==> config.mk <==
export PLATFORM = sky130hd
export DESIGN_NAME = alu_div_ctrl
export DESIGN_NICKNAME = d
export VERILOG_FILES = /design/src/rtl/alu_pkg.sv /design/src/rtl/alu_div_ctrl.sv
export SDC_FILE = /design/constraint.sdc
export NUM_CORES = 1
export LEC_CHECK = 0
export BUFFER_PORTS_ARGS = -buffer_cell sky130_fd_sc_hd__buf_2
export CAP_MARGIN = 20
export CORE_MARGIN = 10
export CORE_UTILIZATION = 41
export CTS_BUF_LIST = sky130_fd_sc_hd__clkbuf_4
export CTS_CLUSTER_DIAMETER = 30
export DETAILED_ROUTE_END_ITERATION = 10
export HOLD_SLACK_MARGIN = 0.15
export PLACE_DENSITY = 0.67
export SYNTH_ARGS = -nofsm -noshare
export SYNTH_HDL_FRONTEND = slang
export SYNTH_SLANG_ARGS = --single-unit
export TNS_END_PERCENT = 100
==> constraint.sdc <==
create_clock -name clk -period 2.8 [get_ports clk]
set_input_delay 0.42 -clock clk [delete_from_list [all_inputs] [get_ports clk]]
set_output_delay 0.42 -clock clk [all_outputs]
set_load 0.05 [all_outputs]
==> src/rtl/alu_pkg.sv <==
// Shared ALU function codes and divide-controller state encoding.
package alu_pkg;

  localparam logic [5:0] FN_SRL  = 6'd2;
  localparam logic [5:0] FN_DIVU = 6'd27;
  localparam logic [5:0] FN_ADD  = 6'd32;
  localparam logic [5:0] FN_SUB  = 6'd34;
  localparam logic [5:0] FN_AND  = 6'd36;
  localparam logic [5:0] FN_OR   = 6'd37;
  localparam logic [5:0] FN_SLT  = 6'd42;

  typedef enum logic [1:0] {
    ST_IDLE = 2'd0,
    ST_RUN  = 2'd1,
    ST_FIN  = 2'd2
  } div_state_t;

endpackage

==> src/rtl/alu_div_ctrl.sv <==
// Unsigned restoring divider that borrows the shared EX-stage ALU for its
// trial subtractions and stalls the pipeline while it iterates.
//
// state | meaning
// IDLE  | ALU belongs to the pipeline; waiting for a DIVU start
// RUN   | one quotient bit per cycle, ALU performs R - D
// FIN   | done pulse; hi/lo already hold the result
module alu_div_ctrl
  import alu_pkg::*;
#(
  parameter int         WIDTH     = 32,
  parameter logic [5:0] DIVU_CODE = 6'd27
) (
  input  logic             clk,
  input  logic             rst,
  input  logic [5:0]       signal_in,
  input  logic             start,
  input  logic [WIDTH-1:0] dividend,
  input  logic [WIDTH-1:0] divisor,
  input  logic [WIDTH-1:0] alu_result,
  input  logic             alu_cout,
  output logic             alu_own,
  output logic [WIDTH-1:0] alu_a,
  output logic [WIDTH-1:0] alu_b,
  output logic [5:0]       alu_signal,
  output logic             stall,
  output logic             done,
  output logic [WIDTH-1:0] hi,
  output logic [WIDTH-1:0] lo,
  output logic             div_zero
);

  localparam int CW = (WIDTH > 1) ? $clog2(WIDTH) : 1;
  localparam logic [CW-1:0] COUNT_LAST = CW'(WIDTH - 1);

  div_state_t       state, state_nxt;
  logic [WIDTH-1:0] r_reg, q_reg, d_reg;
  logic [WIDTH-1:0] r_nxt, q_nxt;
  logic [CW-1:0]    count;
  logic             accept;
  logic             sub_ok;

  // A reset in the same cycle wins over a DIVU start.
  assign accept = start && (signal_in == DIVU_CODE) && !rst;

  // State register.
  always_ff @(posedge clk) begin
    if (rst) state <= ST_IDLE;
    else     state <= state_nxt;
  end

  // Next state, ALU mux ownership, handshake outputs and one iteration step.
  // R's MSB is the 33rd bit of the partial remainder: when it is set the
  // shifted value already exceeds D, so the wrapped ALU difference is correct.
  always_comb begin
    state_nxt  = state;
    alu_own    = 1'b0;
    alu_a      = '0;
    alu_b      = '0;
    alu_signal = signal_in;
    stall      = 1'b0;
    done       = 1'b0;
    sub_ok     = 1'b0;
    r_nxt      = r_reg;
    q_nxt      = q_reg;
    unique case (state)
      ST_IDLE: begin
        if (accept) begin
          stall     = 1'b1;
          state_nxt = (divisor == '0) ? ST_FIN : ST_RUN;
        end
      end
      ST_RUN: begin
        alu_own    = 1'b1;
        alu_signal = FN_SUB;
        stall      = 1'b1;
        alu_a      = {r_reg[WIDTH-2:0], q_reg[WIDTH-1]};
        alu_b      = d_reg;
        sub_ok     = r_reg[WIDTH-1] | alu_cout;
        r_nxt      = sub_ok ? alu_result : alu_a;
        q_nxt      = {q_reg[WIDTH-2:0], sub_ok};
        if (count == '0) state_nxt = ST_FIN;
      end
      ST_FIN: begin
        done      = 1'b1;
        state_nxt = ST_IDLE;
      end
      default: state_nxt = ST_IDLE;
    endcase
  end

  // Datapath registers: operand latch, iteration update and result capture.
  always_ff @(posedge clk) begin
    if (rst) begin
      r_reg    <= '0;
      q_reg    <= '0;
      d_reg    <= '0;
      count    <= '0;
      hi       <= '0;
      lo       <= '0;
      div_zero <= 1'b0;
    end else begin
      unique case (state)
        ST_IDLE: begin
          if (accept) begin
            if (divisor != '0) begin
              q_reg <= dividend;
              d_reg <= divisor;
              r_reg <= '0;
              count <= COUNT_LAST;
            end else begin
              lo       <= '1;
              hi       <= dividend;
              div_zero <= 1'b1;
            end
          end
        end
        ST_RUN: begin
          r_reg <= r_nxt;
          q_reg <= q_nxt;
          if (count != '0) begin
            count <= count - 1'b1;
          end else begin
            hi       <= r_nxt;
            lo       <= q_nxt;
            div_zero <= 1'b0;
          end
        end
        default: ;
      endcase
    end
  end

endmodule

======== Word level (Yosys, flattened, before mapping) ========
Cells that the tools add are included.
storage, ports and cells
  bits in registers ....................... 168
  input bits .............................. 106
  output and inout port bits .............. 138
  logic and storage cells ................. 67
cells by class
  $add $sub $neg .......................... 1
  equal/unequal tests ..................... 9
  muxes and demuxes ....................... 34
  bitwise operators ....................... 1
  reduce and logical (&&, ||, !) cells .... 14
operators by type and width
  operator             number
  $mux 32              13
  $pmux 32 s2          4
  $logic_not 32->1     1
  $reduce_bool 32->1   1
  $mux 5               3
  $ne 2x2->1 const B   6
  $pmux 5 s2           1
  $reduce_and 4->1     2
  $eq 6x5->1 const B   1
  $mux 1               6
  $mux 2               3
  $mux 6               1
  $reduce_and 3->1     2
  $logic_not 5->1      1
  $reduce_bool 5->1    1
  $sub 5x1->5 const B  1
  $pmux 1 s2           2
  $pmux 2 s2           1
  $eq 2x1->1 const B   1
  $eq 2x2->1 const B   1
  $logic_and 1x1->1    2
  $logic_not 2->1      1
  $reduce_and 2->1     1
  $reduce_bool 2->1    1
  2 further kinds      2

======== Longest topological paths before layout ========
  word-level depth ........................ 5
  depth in mapped cells ................... 9
  mapped depth without buffers ............ 7

======== Least setup slack after synthesis ========
No wires, ideal clock.
  kind .................................... register -> output
  start ................................... register state[0]
  end ..................................... output port alu_b[11]
  arrival time ............................ 1997 ps
  data required time ...................... 2380 ps
  path slack .............................. 383 ps
  cell stages (with the launch flop) ...... 7
  path buffers ............................ 3
  path through ............................ dfxtp_1 > buf_4 > nand2_1 > inv_2 > clkbuf_1 > clkbuf_1 > and2_1
between the ends
  longest elaborated chain between the ends .. 2
RTL lines
  element                 RTL line            text
  from (decl)             alu_div_ctrl.sv:36  div_state_t state, state_nxt;
  from (signal assigned)  alu_div_ctrl.sv:49  else state <= state_nxt;
  $eq 2x1->1              alu_div_ctrl.sv:66  unique case (state)
  $mux 32                 alu_div_ctrl.sv:66
  to (decl)               alu_div_ctrl.sv:24  output logic [WIDTH-1:0] alu_b,
No other way between the ends.

======== Worst setup path in the final report ========
  start ................................... register state[1]
  end ..................................... output port alu_a[19]
between the ends
  longest elaborated chain between the ends .. 2
RTL lines
  element     RTL line            text
  $eq 2x1->1  alu_div_ctrl.sv:66
  $mux 32     alu_div_ctrl.sv:66
  to (decl)   alu_div_ctrl.sv:23  output logic [WIDTH-1:0] alu_a,
No other way between the ends.

==> impl_results.md <==
- Top cell by count, worst path: inv_2
- Final Max Tran Viols: 0
- GPL Wtd Cong: approximately 0.88
- Seq cells post-synth: ~170
- Reg2reg setup slack: approximately 0.57 ns
- Pwr dens: 420 nW/um2
- Core Box Area: 18100 um2
- Number of global-route vias before repair: 7090
- Via count: ~7500
- Syn Area/Cell: 8.43 um2
- Final setup viols: 0
- Worst-path clk slew: 0.17 ns
- CP max stage cell: dfxtp_1
- Fin. Hold Viols: 0
- Synthesized instance count: about 900
- Prevailing post-synth register cell: dfxtp_1
- Dpl ws: ~0.34 ns
- Worst Setup Start Kind: register
- Die area: 24300 um2
- Synth unique cells: 47
- Synth Warn #: 0
- Num rows: 49
- Max Fanout on Critical Path: 21
- Syn_nets: 1005
- Starting Density: 41.9%
- Width of the die: 156 um
- Ys async rst share: 0%
- Number of DRC markers in iteration 0: 560
- Yosys top cell area share: 44.4%
- Leak: 4.07 nW
- IO buf count: approximately 240
- Worst Slack Setup Final: ~0.18 ns
- Crit path kind: reg2out
- Switching Fraction: 29.3%
- Number of CTS-inserted buffers: 17
- Largest net degree at the start of global routing: between 90 and 100
- Vias/cell: ~5.3
- TritonCTS clock tree: built
- Req. time, crit path: between 2 and 2.5 ns
- Critical Path AT: roughly 2.2 ns
- Unrepaired setup endpoints after global routing: no
- Post-route ant nets: 0
- Clock Power Share: about a third
- Die height: about 160 um
- Setup TNS: 0 ns
- I/O pin cnt: 244
- First-pass GRT wire length: ~40000 um
- Relative slew slack: 32.1%
- Slowest stage delay, CP: 0.39 ns
- Seq/Total Area, Yosys: roughly 44%
- Sequential share of power: 57.0%
- Post-CTS Setup Inserts: 0
- H-tree levels: 4
- Layout cells sized above 1: between 30% and 40%
- Fmax: 0.382 GHz
- Area contributors post-synth: dfxtp_1, a21oi_1, nand2_1, and2_1, o221a_2
- Worst-Margin Slew: 1.02 ns
- Synth area leader: dfxtp_1
- Max Cap Violations: 0
- Buffer depth of the longest clock path: 2
- Worst path cell trace: inv_2 -> nand2_4 -> inv_2 -> buf_4 -> and2_1 -> buf_2
- Worst hold path type: in2reg
- Fin area: 10000 um2
- Status: finished, final reports clean
- CP Capture Type: primary output
- Layout Skew: 0.0255 ns
- DRT Pass-1 Iters: 5
- Post-synth EDFFs: 0
- Total grt overflow: 0
- Internal Pwr Total: 2.98 mW
- WL/cell: 18.5 um
- Nets: 1267
- DRC: 0
- Area grow syn2layout: 32.4%
- Clk_lat worst skew: 0.59 ns
- Max VDD drop: 0.221 mV
- GRT Util Overall: 20.6%
- Logic pwr share: 8.1%
- Placed cell area: roughly 9000 um2
- Switching power: approximately 1.2 mW
- Clock sinks: 168
- Root Driver: clkbuf_4
- Filler cells: 1660
- Synthesized area: 7570 um2
- Final wirelength: 26000 um
- Post-DP HPWL: 17900 um
- Final min period: 2.62 ns
- Final Cycle Share: between 90% and 100%
- Initial antenna violation count: 3
-- critical path, delay by kind of cell, from the launching register on --
family                 cells  cell delay, ns
buffers and inverters      4            1.00
and+or+nand+nor            2            0.25
DFF                        1            0.39
-- layout make-up --
cell class | count | area [um2] | share of cell area [%]
Clock buffer | 17 | 128 | 1.27
Tap cell | 229 | 287 | 2.86
Sequential cell | 168 | 3360 | 33.6
Inverter | 6 | 22.5 | 0.225
Clock inverter | 15 | 176 | 1.76
Antenna cell | 3 | 7.51 | 0.0749
Multi-Input combinational cell | 642 | 3780 | 37.8
Timing Repair Buffer | 325 | 2250 | 22.5
-- cells in the final DEF (no fill, tap or decap), types with 2 or more instances in the layout --
cell type / netlist / layout
buf_2: 19 / 228
nand2_1: 198 / 197
dfxtp_1: 168 / 167
a21oi_1: 163 / 163
nor2_1: 72 / 70
and2_1: 67 / 67
dlygate4sd3_1: 0 / 63
o221a_2: 31 / 31
a311oi_2: 21 / 21
a211oi_1: 20 / 20
buf_12: 0 / 18
clkbuf_4: 0 / 17
buf_4: 8 / 16
a311oi_1: 12 / 12
a211oi_2: 11 / 11
nor4_2: 8 / 8
inv_8: 0 / 7
nor2b_1: 4 / 4
nor3_1: 4 / 4
clkinv_8: 0 / 4
diode_2: 0 / 3
inv_1: 3 / 3
or2_2: 3 / 3
inv_2: 2 / 2
and4_1: 2 / 2
nand4_1: 2 / 2
nor4_1: 2 / 2
clkinvlp_4: 0 / 2
-- power by group through the flow --
stage / Clock [mW] / Sequential (mW) / Combinational (mW)
after global routing: 1.61 / 2.40 / 0.366
after detailed placement: 0 / 2.45 / 0.260
after CTS: 1.51 / 2.40 / 0.331
final: 1.47 / 2.40 / 0.340
after floorplan: 0 / 2.45 / 0.132
after global placement: 0 / 2.45 / 0.259
-- worst paths after layout --
path | end | depth (start not counted) | start
hold reg to reg | d_reg[8]$_SDFFE_PP0P_ | 2 | d_reg[8]$_SDFFE_PP0P_
setup / recovery | alu_a[19] | 6 | state[1]$_SDFFE_PP0P_
setup reg to reg | hi[31]$_SDFFE_PP0P_ | 8 | count[0]$_SDFFE_PP0P_
hold / removal | r_reg[29]$_SDFFE_PP0P_ | 5 | alu_result[29]
-- cells in the mapped netlist (3+ instances only) --
cell,instances
clkbuf_1,46
nor2b_1,4
o221a_2,31
or2_2,3
a21oi_1,163
inv_1,3
a211oi_1,20
buf_4,8
buf_2,19
dfxtp_1,168
a311oi_1,12
a211oi_2,11
nor3_1,4
and2_1,67
a311oi_2,21
nor4_2,8
buf_6,8
nand2_1,198
nor2_1,72
-- kinds of logic after synthesis --
logic type / Yosys count / synth area share [%]
and+or+nand+nor: 370 / 22.8
AOI/OAI and AO/OA: 271 / 26.7
DFF: 168 / 44.4
buffers and inverters: 88 / 5.87
adders and majority gates: 1 / 0.165
-- per-stage QoR --
step	power (mW)	util, %	instances	hold WS, ns
floorplan	2.58	-	898	0.427
global placement	2.71	50.1	1306	0.434
detailed placement	2.71	50.1	1306	0.440
CTS	4.24	55.3	1401	0.201
global route	4.38	55.4	1404	0.228
finish	4.21	55.4	1405	0.235
-- metal layers --
| layer | GRT usage (%) | share of wire, % |
|---|---|---|
| met1 | 26.9 | 44 |
| met2 | 31.7 | 46 |
| met3 | 6.34 | 8.2 |
| met4 | 6.83 | 2.2 |
| met5 | 0 | 0.027 |
-- what timing repair did --
item                                   4_1_cts  5_1_grt
gates resized for setup                      0        1
setup endpoints to repair                    0       15
endpoints found under the hold margin       76        0
hold buffers                                63        0
No activity file was read; power rests on OpenSTA's default activity.
